### config.mk
export PLATFORM = sky130hd
export DESIGN_NAME = led_ripple_monitor_flat
export DESIGN_NICKNAME = d
export VERILOG_FILES = /design/src/rtl/led_ripple_monitor_if.sv /design/src/rtl/led_ripple_monitor.sv /design/src/flat_wrapper.sv
export SDC_FILE = /design/constraint.sdc
export NUM_CORES = 1
export LEC_CHECK = 0
export BUFFER_PORTS_ARGS = -buffer_cell sky130_fd_sc_hd__buf_4
export CORE_MARGIN = 2
export CORE_UTILIZATION = 52
export DETAILED_ROUTE_END_ITERATION = 16
export PLACE_DENSITY_LB_ADDON = 0.2
export SETUP_SLACK_MARGIN = 0.3
export SYNTH_ARGS = -nofsm -noshare
export SYNTH_HDL_FRONTEND = slang
export SYNTH_SLANG_ARGS = --single-unit
### constraint.sdc
create_clock -name clk -period 5.6 [get_ports clk]
set_input_delay 1.12 -clock clk [delete_from_list [all_inputs] [get_ports clk]]
set_output_delay 1.12 -clock clk [all_outputs]
set_load 0.005 [all_outputs]
### src/rtl/led_ripple_monitor_if.sv
// Link between the LED ripple driver (master) and the ripple monitor (slave):
// the sampled LED vector plus the status the monitor reports back.
interface led_ripple_monitor_if;
  logic [7:0]  led;
  logic [2:0]  pos;
  logic        dir;
  logic        valid;
  logic        step;
  logic        err;
  logic [1:0]  err_code;
  logic [15:0] step_count;

  modport master (
    output led,
    input  pos, dir, valid, step, err, err_code, step_count
  );

  modport slave (
    input  led,
    output pos, dir, valid, step, err, err_code, step_count
  );
endinterface

### src/rtl/led_ripple_monitor.sv
// Receive-side checker for the rippling LED bus: locks onto the one-hot
// pattern, tracks position/direction and flags shape, step and dwell errors.
module led_ripple_monitor #(
  parameter int SHIFT_TIME = 5,
  parameter bit MODE       = 1'b0  // 0 = rotate with wrap, 1 = bounce at the ends
) (
  input logic                 clk,
  input logic                 rst_n,
  led_ripple_monitor_if.slave bus
);

  localparam int              DW        = $clog2(SHIFT_TIME + 2);
  localparam logic [DW-1:0]   DWELL_REQ = DW'(SHIFT_TIME);
  localparam logic [DW-1:0]   DWELL_MAX = DW'(SHIFT_TIME + 1);

  typedef enum logic [1:0] {
    S_IDLE,
    S_ACQUIRE,
    S_TRACK,
    S_ERROR
  } state_t;

  typedef enum logic [1:0] {
    E_NONE   = 2'b00,
    E_ONEHOT = 2'b01,
    E_STEP   = 2'b10,
    E_TIMING = 2'b11
  } err_code_t;

  function automatic logic is_onehot(input logic [7:0] v);
    return (v != 8'h00) && ((v & (v - 8'h01)) == 8'h00);
  endfunction

  function automatic logic [2:0] encode(input logic [7:0] v);
    logic [2:0] idx;
    idx = 3'd0;
    for (int i = 0; i < 8; i++) begin
      if (v[i]) idx = 3'(i);
    end
    return idx;
  endfunction

  state_t      state, state_d;
  err_code_t   code_r, code_d;
  logic [7:0]  led_q, led_p;
  logic [DW-1:0] dwell;
  logic [2:0]  pos_r;
  logic        dir_r;
  logic        step_r;
  logic        err_r;
  logic [15:0] count_r;

  logic        change;
  logic        q_onehot;
  logic [2:0]  idx_new, idx_old;
  logic        is_up, is_dn;
  logic        at_end;
  logic        track_ok;
  logic        legal;

  assign change   = (led_q != led_p);
  assign q_onehot = is_onehot(led_q);
  assign idx_new  = encode(led_q);
  assign idx_old  = encode(led_p);

  // 3-bit arithmetic wraps mod 8 on its own; bounce mode masks the wrap out.
  assign is_up = (idx_new == idx_old + 3'd1) && (!MODE || idx_old != 3'd7);
  assign is_dn = (idx_new == idx_old - 3'd1) && (!MODE || idx_old != 3'd0);

  // At a bounce end only one neighbour exists, so that move is the forced reversal.
  assign at_end   = MODE && (idx_old == 3'd7 || idx_old == 3'd0);
  assign track_ok = at_end ? (is_up || is_dn) : (dir_r ? is_dn : is_up);

  always_ff @(posedge clk or negedge rst_n) begin
    // NOTE: sequential state uses non-blocking assignments so every flop
    // samples the pre-edge values and the process order does not matter.
    if (!rst_n) begin
      state <= S_IDLE;
      led_q <= 8'h00;
      led_p <= 8'h00;
      dwell <= '0;
    end else begin
      state <= state_d;
      led_q <= bus.led;
      led_p <= led_q;
      if (change) begin
        dwell <= DW'(1);
      end else if (dwell != DWELL_MAX) begin
        dwell <= dwell + DW'(1);
      end
    end
  end

  always_comb begin
    // NOTE: every signal written here gets a default first so no latch is inferred.
    state_d = state;
    code_d  = E_NONE;
    legal   = 1'b0;

    unique case (state)
      S_IDLE: begin
        if (q_onehot) begin
          state_d = S_ACQUIRE;
        end else if (led_q != 8'h00) begin
          code_d = E_ONEHOT;
        end
      end

      // The first move comes after a partial dwell, so only its shape is checked.
      S_ACQUIRE: begin
        if (!q_onehot) begin
          code_d = E_ONEHOT;
        end else if (change) begin
          if (is_up || is_dn) legal  = 1'b1;
          else                code_d = E_STEP;
        end
      end

      S_TRACK: begin
        if (!q_onehot) begin
          code_d = E_ONEHOT;
        end else if (change) begin
          if (!track_ok)               code_d = E_STEP;
          else if (dwell != DWELL_REQ) code_d = E_TIMING;
          else                         legal  = 1'b1;
        end else if (dwell >= DWELL_REQ) begin
          code_d = E_TIMING;
        end
      end

      S_ERROR: begin
        state_d = S_ERROR;
      end
    endcase

    if (code_d != E_NONE) begin
      state_d = S_ERROR;
    end else if (legal) begin
      state_d = S_TRACK;
    end
  end

  // Reported status; nothing here moves once the ERROR state is entered.
  always_ff @(posedge clk or negedge rst_n) begin
    if (!rst_n) begin
      pos_r   <= 3'd0;
      dir_r   <= 1'b0;
      step_r  <= 1'b0;
      err_r   <= 1'b0;
      code_r  <= E_NONE;
      count_r <= 16'd0;
    end else begin
      step_r <= legal;
      if (state != S_ERROR && state_d == S_ERROR) begin
        err_r  <= 1'b1;
        code_r <= code_d;
      end
      if (legal) begin
        dir_r <= is_dn;
        if (count_r != 16'hFFFF) count_r <= count_r + 16'd1;
      end
      if (state_d == S_ACQUIRE || state_d == S_TRACK) begin
        pos_r <= idx_new;
      end
    end
  end

  assign bus.pos        = pos_r;
  assign bus.dir        = dir_r;
  assign bus.valid      = (state == S_TRACK);
  assign bus.step       = step_r;
  assign bus.err        = err_r;
  assign bus.err_code   = code_r;
  assign bus.step_count = count_r;

endmodule

### src/flat_wrapper.sv
// flat-port wrapper written by rule: the top's interface ports become plain ports
module led_ripple_monitor_flat 
#(
  parameter int SHIFT_TIME = 5,
  parameter bit MODE       = 1'b0                                                 
)
  (clk, rst_n, bus_led, bus_pos, bus_dir, bus_valid, bus_step, bus_err, bus_err_code, bus_step_count);
  led_ripple_monitor_if bus_i ();
  input logic clk;
  input logic rst_n;
  input wire logic [$bits(bus_i.led)-1:0] bus_led;
  output wire logic [$bits(bus_i.pos)-1:0] bus_pos;
  output wire logic [$bits(bus_i.dir)-1:0] bus_dir;
  output wire logic [$bits(bus_i.valid)-1:0] bus_valid;
  output wire logic [$bits(bus_i.step)-1:0] bus_step;
  output wire logic [$bits(bus_i.err)-1:0] bus_err;
  output wire logic [$bits(bus_i.err_code)-1:0] bus_err_code;
  output wire logic [$bits(bus_i.step_count)-1:0] bus_step_count;
  assign bus_i.led = bus_led;
  assign bus_pos = bus_i.pos;
  assign bus_dir = bus_i.dir;
  assign bus_valid = bus_i.valid;
  assign bus_step = bus_i.step;
  assign bus_err = bus_i.err;
  assign bus_err_code = bus_i.err_code;
  assign bus_step_count = bus_i.step_count;
  led_ripple_monitor #(.SHIFT_TIME(SHIFT_TIME), .MODE(MODE)) u_core (.clk(clk), .rst_n(rst_n), .bus(bus_i));
endmodule
-- Yosys cells after proc, flatten, opt, wreduce, memory -nomap -nowiden
Cells that the tools add are included.
- divide/modulo/power cells: 0
- bitwise logic cells: 1
- $add $sub $neg: 5
- shifts and indexed selects: 0
- reductions and logical operators: 10
- multiplexer cells: 40
- magnitude comparators: 1
- multipliers: 0
- equal/unequal tests: 13
- operator list (operator ; number):
    $mux W2 ; 16
    $mux W3 ; 10
    $add A16 B1 Y16 const B ; 1
    $ne A16 B16 Y1 const B ; 1
    $mux W1 ; 11
    $and A8 B8 Y8 ; 1
    $eq A2 B2 Y1 const B ; 4
    $logic_not A8 Y1 ; 1
    $ne A8 B8 Y1 ; 1
    $reduce_bool A8 Y1 ; 1
    $sub A8 B1 Y8 const B ; 1
    $add A3 B1 Y3 const B ; 2
    $eq A3 B3 Y1 ; 2
    $ne A3 B3 Y1 const B ; 2
    $pmux W2 S3 ; 1
    $eq A2 B1 Y1 const B ; 2
    $pmux W2 S2 ; 1
    $reduce_bool A2 Y1 ; 2
    $ge A3 B3 Y1 const B ; 1
    $sub A3 B1 Y3 const B ; 1
    $logic_and A1 B1 Y1 ; 2
    $logic_not A2 Y1 ; 1
    $logic_or A1 B1 Y1 ; 2
    $ne A2 B2 Y1 const B ; 1
    other kinds (2) ; 2
- word-level logic and storage cells: 80
- latch bits: 0
- bits in writable memories: 0
- output and inout port bits: 25
- input bits: 10
- memories kept: 0
- memory bits (read-only): 0
- bits in registers: 45

-- Depth between registers and ports, before layout
- word-level depth: 18
- gate-level depth with buffers: 16
- gate-level depth less buffers: 16

-- Least setup slack after synthesis
Ideal clock, no wire load.
- path type: flip-flop to flip-flop
- from: register u_core.led_p[2]
- to: register u_core.pos_r[0] (netlist: u_core.bus.pos[0])
- cell stages (with the launch flop): 13
- data required time: 5475 ps
- library setup time: 125 ps
- path buffers: 0
- path slack: 2402 ps
- arrival: 3073 ps
- clock period less this slack: 3198 ps
- path through: dfrtp_1 -> inv_1 -> a21oi_1 -> o31ai_1 -> ha_1 -> xor2_1 -> mux2i_1 -> xnor2_1 -> a21oi_1 -> a222oi_1 -> o2111ai_1 -> ha_1 -> mux2_2
- word-level cells in the longest chain between the ends: 17
- elaborated cells on any way between the ends: 33
- those cells by class: add/sub (2); eq/ne (5); mux (23); reduce/logical (3)
- ends and longest elaborated chain (what ; line ; source):
    start: declaration ; led_ripple_monitor.sv:45 ; logic [7:0] led_q, led_p;
    start signal: assignment ; led_ripple_monitor.sv:85 ; led_p <= led_q;
    $mux W2 (2 in series) ; led_ripple_monitor.sv:38 ; if (v[i]) idx = 3'(i);
    $mux W3 (4 in series) ; led_ripple_monitor.sv:38 ;
    $add A3 B1 Y3 or $sub A3 B1 Y3 (tied branches) ; led_ripple_monitor.sv:67, led_ripple_monitor.sv:68 ;
    $eq A3 B3 Y1 (on tied branches) ; led_ripple_monitor.sv:67, led_ripple_monitor.sv:68 ;
    $mux W1 or $logic_or A1 B1 Y1 (tied branches) ; - ;
    $mux W2 (tied with other cells) ; led_ripple_monitor.sv:123 ; if (!track_ok) code_d = E_STEP;
    $mux W2 (tied with other cells) ; led_ripple_monitor.sv:122 ; end else if (change) begin
    $mux W2 (tied with other cells) ; led_ripple_monitor.sv:120 ; if (!q_onehot) begin
    $pmux W2 S3 or $pmux W1 S2 (tied branches) ; led_ripple_monitor.sv:100 ; unique case (state)
    $reduce_bool A2 Y1 or $mux W2 (tied branches) ; led_ripple_monitor.sv:136, led_ripple_monitor.sv:138 ;
    $mux W2 * ; led_ripple_monitor.sv:136 ; if (code_d != E_NONE) begin
    via u_core.state_d[1] ; led_ripple_monitor.sv:43 ; state_t state, state_d;
    $eq A2 B1 Y1 or $eq A2 B2 Y1 (tied branches) ; led_ripple_monitor.sv:162 ; if (state_d == S_ACQUIRE || state_d == S_TRACK) begin
    $logic_or A1 B1 Y1 * ; led_ripple_monitor.sv:162 ;
    end signal: assignment ; led_ripple_monitor.sv:163 ; pos_r <= idx_new;
    end: declaration ; led_ripple_monitor.sv:47 ; logic [2:0] pos_r;
The timed path passes the listed nets; every way through them passes the cells marked *.
A chain may end at the register's enable or synchronous reset.

-- Final worst setup path
Ends and elaborated chain as after synthesis.

==> reports/metrics.yaml <==
r2r_slack_ns: 2.05
worstReg2RegStart: "u_core.led_p[2]"
yosys.cell_count.top_type: "dfrtp_1"
powerDensity_nw_per_um2: 318.7
switching_power_mw: 0.2909
clock_sinks: 45
cp-end-kind: "flop"
synth_edf_count: 0
synth_xor_area_share_pct: 10.99
overflow: 0
status: "complete, no violations"
synthArstFlopShare_pct: 100.0
fin_crit_sh_pct: 63.36
die_area_um2: 5154
synth_cells: 223
root_buffer: "clkbuf_8"
hold_violations: 0
grtUsageTotal_pct: 20.01
antenna_found_initial: 0
first_pass_iters: 4
drtIter0Drc: 73
synth.distinct_cells: 47
path_class: "flop to flop"
required_ns: 5.79
slew_viol_final: 0
avgViaCountPerCell: 5.479
htreeDepth: 2
yosys-top-cells-area: "dfrtp_1 (47%), xnor2_1 (6.6%), ha_1 (5.8%)"
fin_nets: 283
die_w_um: 71.79
p_comb_share_pct: 33.7
syn2layout_area_growth_pct: 15.24
worstPathArrival_ns: 3.74
p_seq_share_pct: 44.3
post_cts_buffers: 0
io_buffer_count: 34
synth_compound_area_share_pct: 10.05
drive_gt1_share_pct: 22.05
tightest_slew_ns: 0.6150
antenna_cells: 0
wl_um: 4523
wire_per_inst_um: 14.36
n_fill_cell: 395
fp-row-count: 24
finalSetupViolations: 0
hold_end: "u_core.bus.err"
yosysTopAreaCellShare_pct: 47.12
leakage_nw: 1.258
finalSetupTns_ns: 0
yosysTopAreaCell: "dfrtp_1"
cts_resized: 0
syn-num-nets: 244
ys_ff_latch: 45
vdd_drop_max_uv: 173.2
die_h_um: 71.79
synth_area_um2: 2390
cts.reportedPaths.clkPinSlew_ns: 0.08
yosys.area_share.simple_pct: 19.27
grt_max_degree: 46
synth_flop_cell: "dfrtp_1"
synthMuxAreaShare_pct: 2.932
cts_hold_buf: 0
clockPowerShare_pct: 22.0
fin_worst_skew_ns: 0.004423
holdCritPathClass: "flop to flop"
syn_area_per_cell_um2: 10.72
ant_nets: 0
power.internal_mw: 0.5869
clk_path_buf_depth: 2
place_inst: 307
stdcell_count: 315
cap_violations: 0
cts_tree: "built"
slew_headroom_pct: 58.62
cts_inserted_buffers: 5
fin_crit_ns: 3.548
grt_pass1_wl_um: 7900
num_io_pins: 35
vias: 1726
synth_fa_ha_area_share_pct: 5.759
fmax_mhz: 281.8
rr_worst_depth: 12
synth_commonest_cells: "dfrtp_1 (45), xnor2_1 (18), nand2_1 (16)"
worstPathMaxFanout: 4
dp_hpwl_um: 3310
synth-seq-area-share_pct: 47.12
min_from: "u_core.bus.err"
synth_top_family_by_area: "simple AND/OR/NAND/NOR gates"
hold_depth: 1
timing.rr.end: "u_core.bus.pos[0]"
clk_latency_ns: 0.30
sw_frac_of_total_pct: 33.14
ys_warn_count: 0
grt_setup_unrepaired: "no"
drcViolationCount: 0
start_util_pct: 54.51
grt_pass1_vias: 1663
core_um2: 4384
setup.worst_path.start_class: "flop"
place_congestion: 0.7995
## cells in the final DEF, fill, tap and decap left out, drive strengths merged, types with 2 or more instances in the layout
| cell type | synthesis | layout |
|---|---|---|
| or3 | 2 | 2 |
| and2 | 6 | 6 |
| nand3 | 16 | 16 |
| or2b | 2 | 2 |
| xor2 | 12 | 12 |
| nand4 | 3 | 3 |
| and3 | 5 | 5 |
| ha | 11 | 11 |
| inv | 14 | 14 |
| nand2 | 17 | 17 |
| xnor2 | 18 | 18 |
| nand3b | 2 | 2 |
| a21oi | 11 | 11 |
| nor3 | 6 | 6 |
| buf | 1 | 34 |
| o21ai | 6 | 6 |
| dfrtp | 45 | 45 |
| nor2 | 16 | 16 |
| o31ai | 5 | 5 |
| mux2 | 5 | 5 |
| nor4 | 4 | 4 |
| nand2b | 3 | 3 |
| clkbuf | 0 | 7 |
## through the flow
step	cell area [um^2]	util, %	hold WS, ns	worst slack, ns	total power [mW]
6_report	2754	62.81	0.4668	2.052	0.8778
4_1_cts	2754	62.81	0.4769	2.066	0.8855
3_5_place_dp	2670	60.90	0.4550	2.083	0.6892
3_3_place_gp	2670	60.90	0.4563	2.232	0.6857
2_1_floorplan	2390	-	0.3540	2.402	0.6064
5_1_grt	2754	62.81	0.5093	1.841	0.9370
## cell type report
type | count | area (um^2) | share of cell area, %
clock inverter | 1 | 7.507 | 0.2726
inverter | 14 | 52.55 | 1.908
multi-input combinational | 162 | 1171 | 42.53
sequential | 45 | 1126 | 40.89
tap | 52 | 65.06 | 2.363
timing repair buffer | 34 | 255.2 | 9.269
clock buffer | 7 | 76.32 | 2.771
## cells by family (layout without fill, tap and decap cells)
group	count (synthesis)	in the layout
muxes	6	6
buffers and inverters	16	56
xor gates and xnor gates	30	30
and+or+nand+nor	83	83
AOI/OAI and AO/OA	32	32
adders and majority gates	11	11
DFF	45	45
## flip-flops by register name (all words and copies together), names as in the netlist
| register | count |
|---|---|
| u_core.bus.dir | 1 |
| u_core.bus.err | 1 |
| u_core.bus.err_code | 2 |
| u_core.bus.pos | 3 |
| u_core.bus.step | 1 |
| u_core.bus.step_count | 16 |
| u_core.dwell | 3 |
| u_core.led_p | 8 |
| u_core.led_q | 8 |
| u_core.state | 2 |
## worst max-delay path, cell delays in order (launching register included)
cell and delay (ns):
dfrtp_1 0.40, inv_1 0.06, a21oi_1 0.06, o31ai_1 0.39
ha_1 0.32, xor2_1 0.30, mux2i_1 0.25, xnor2_1 0.17
a21oi_1 0.13, a222oi_1 0.43, o2111ai_1 0.21, ha_1 0.38
mux2_2 0.34
## layer usage
metal | vias up | part of all wire, % | track usage, % | wire, um
met3 | 7 | 5.4 | 4.641 | 246
li1 | 847 | - | - | -
met1 | 819 | 47 | 27.47 | 2114
met4 | 0 | 1.6 | 6.918 | 71
met2 | 53 | 46 | 31.38 | 2091
met5 | - | 0 | 0 | 0
## how the worst max path moves through the flow
stage	end	slack, ns	startpoint
final	u_core.bus.pos[0]	2.05	u_core.led_p[2]
after floorplan	u_core.bus.pos[0]	2.40	u_core.led_p[2]
after global routing	u_core.bus.pos[0]	1.84	u_core.led_p[2]
after CTS	u_core.bus.pos[0]	2.07	u_core.led_p[2]
after detailed placement	u_core.bus.pos[1]	2.08	u_core.led_p[2]
after global placement	u_core.bus.pos[1]	2.23	u_core.led_p[2]
## power groups by stage
stage	Combinational, mW	Sequential (mW)	Clock (mW)
after global placement	0.292	0.394	0
after global routing	0.331	0.395	0.211
final	0.296	0.389	0.193
after detailed placement	0.294	0.395	0
after CTS	0.297	0.389	0.199
after floorplan	0.219	0.388	0
(Power assumes the default switching activity.)
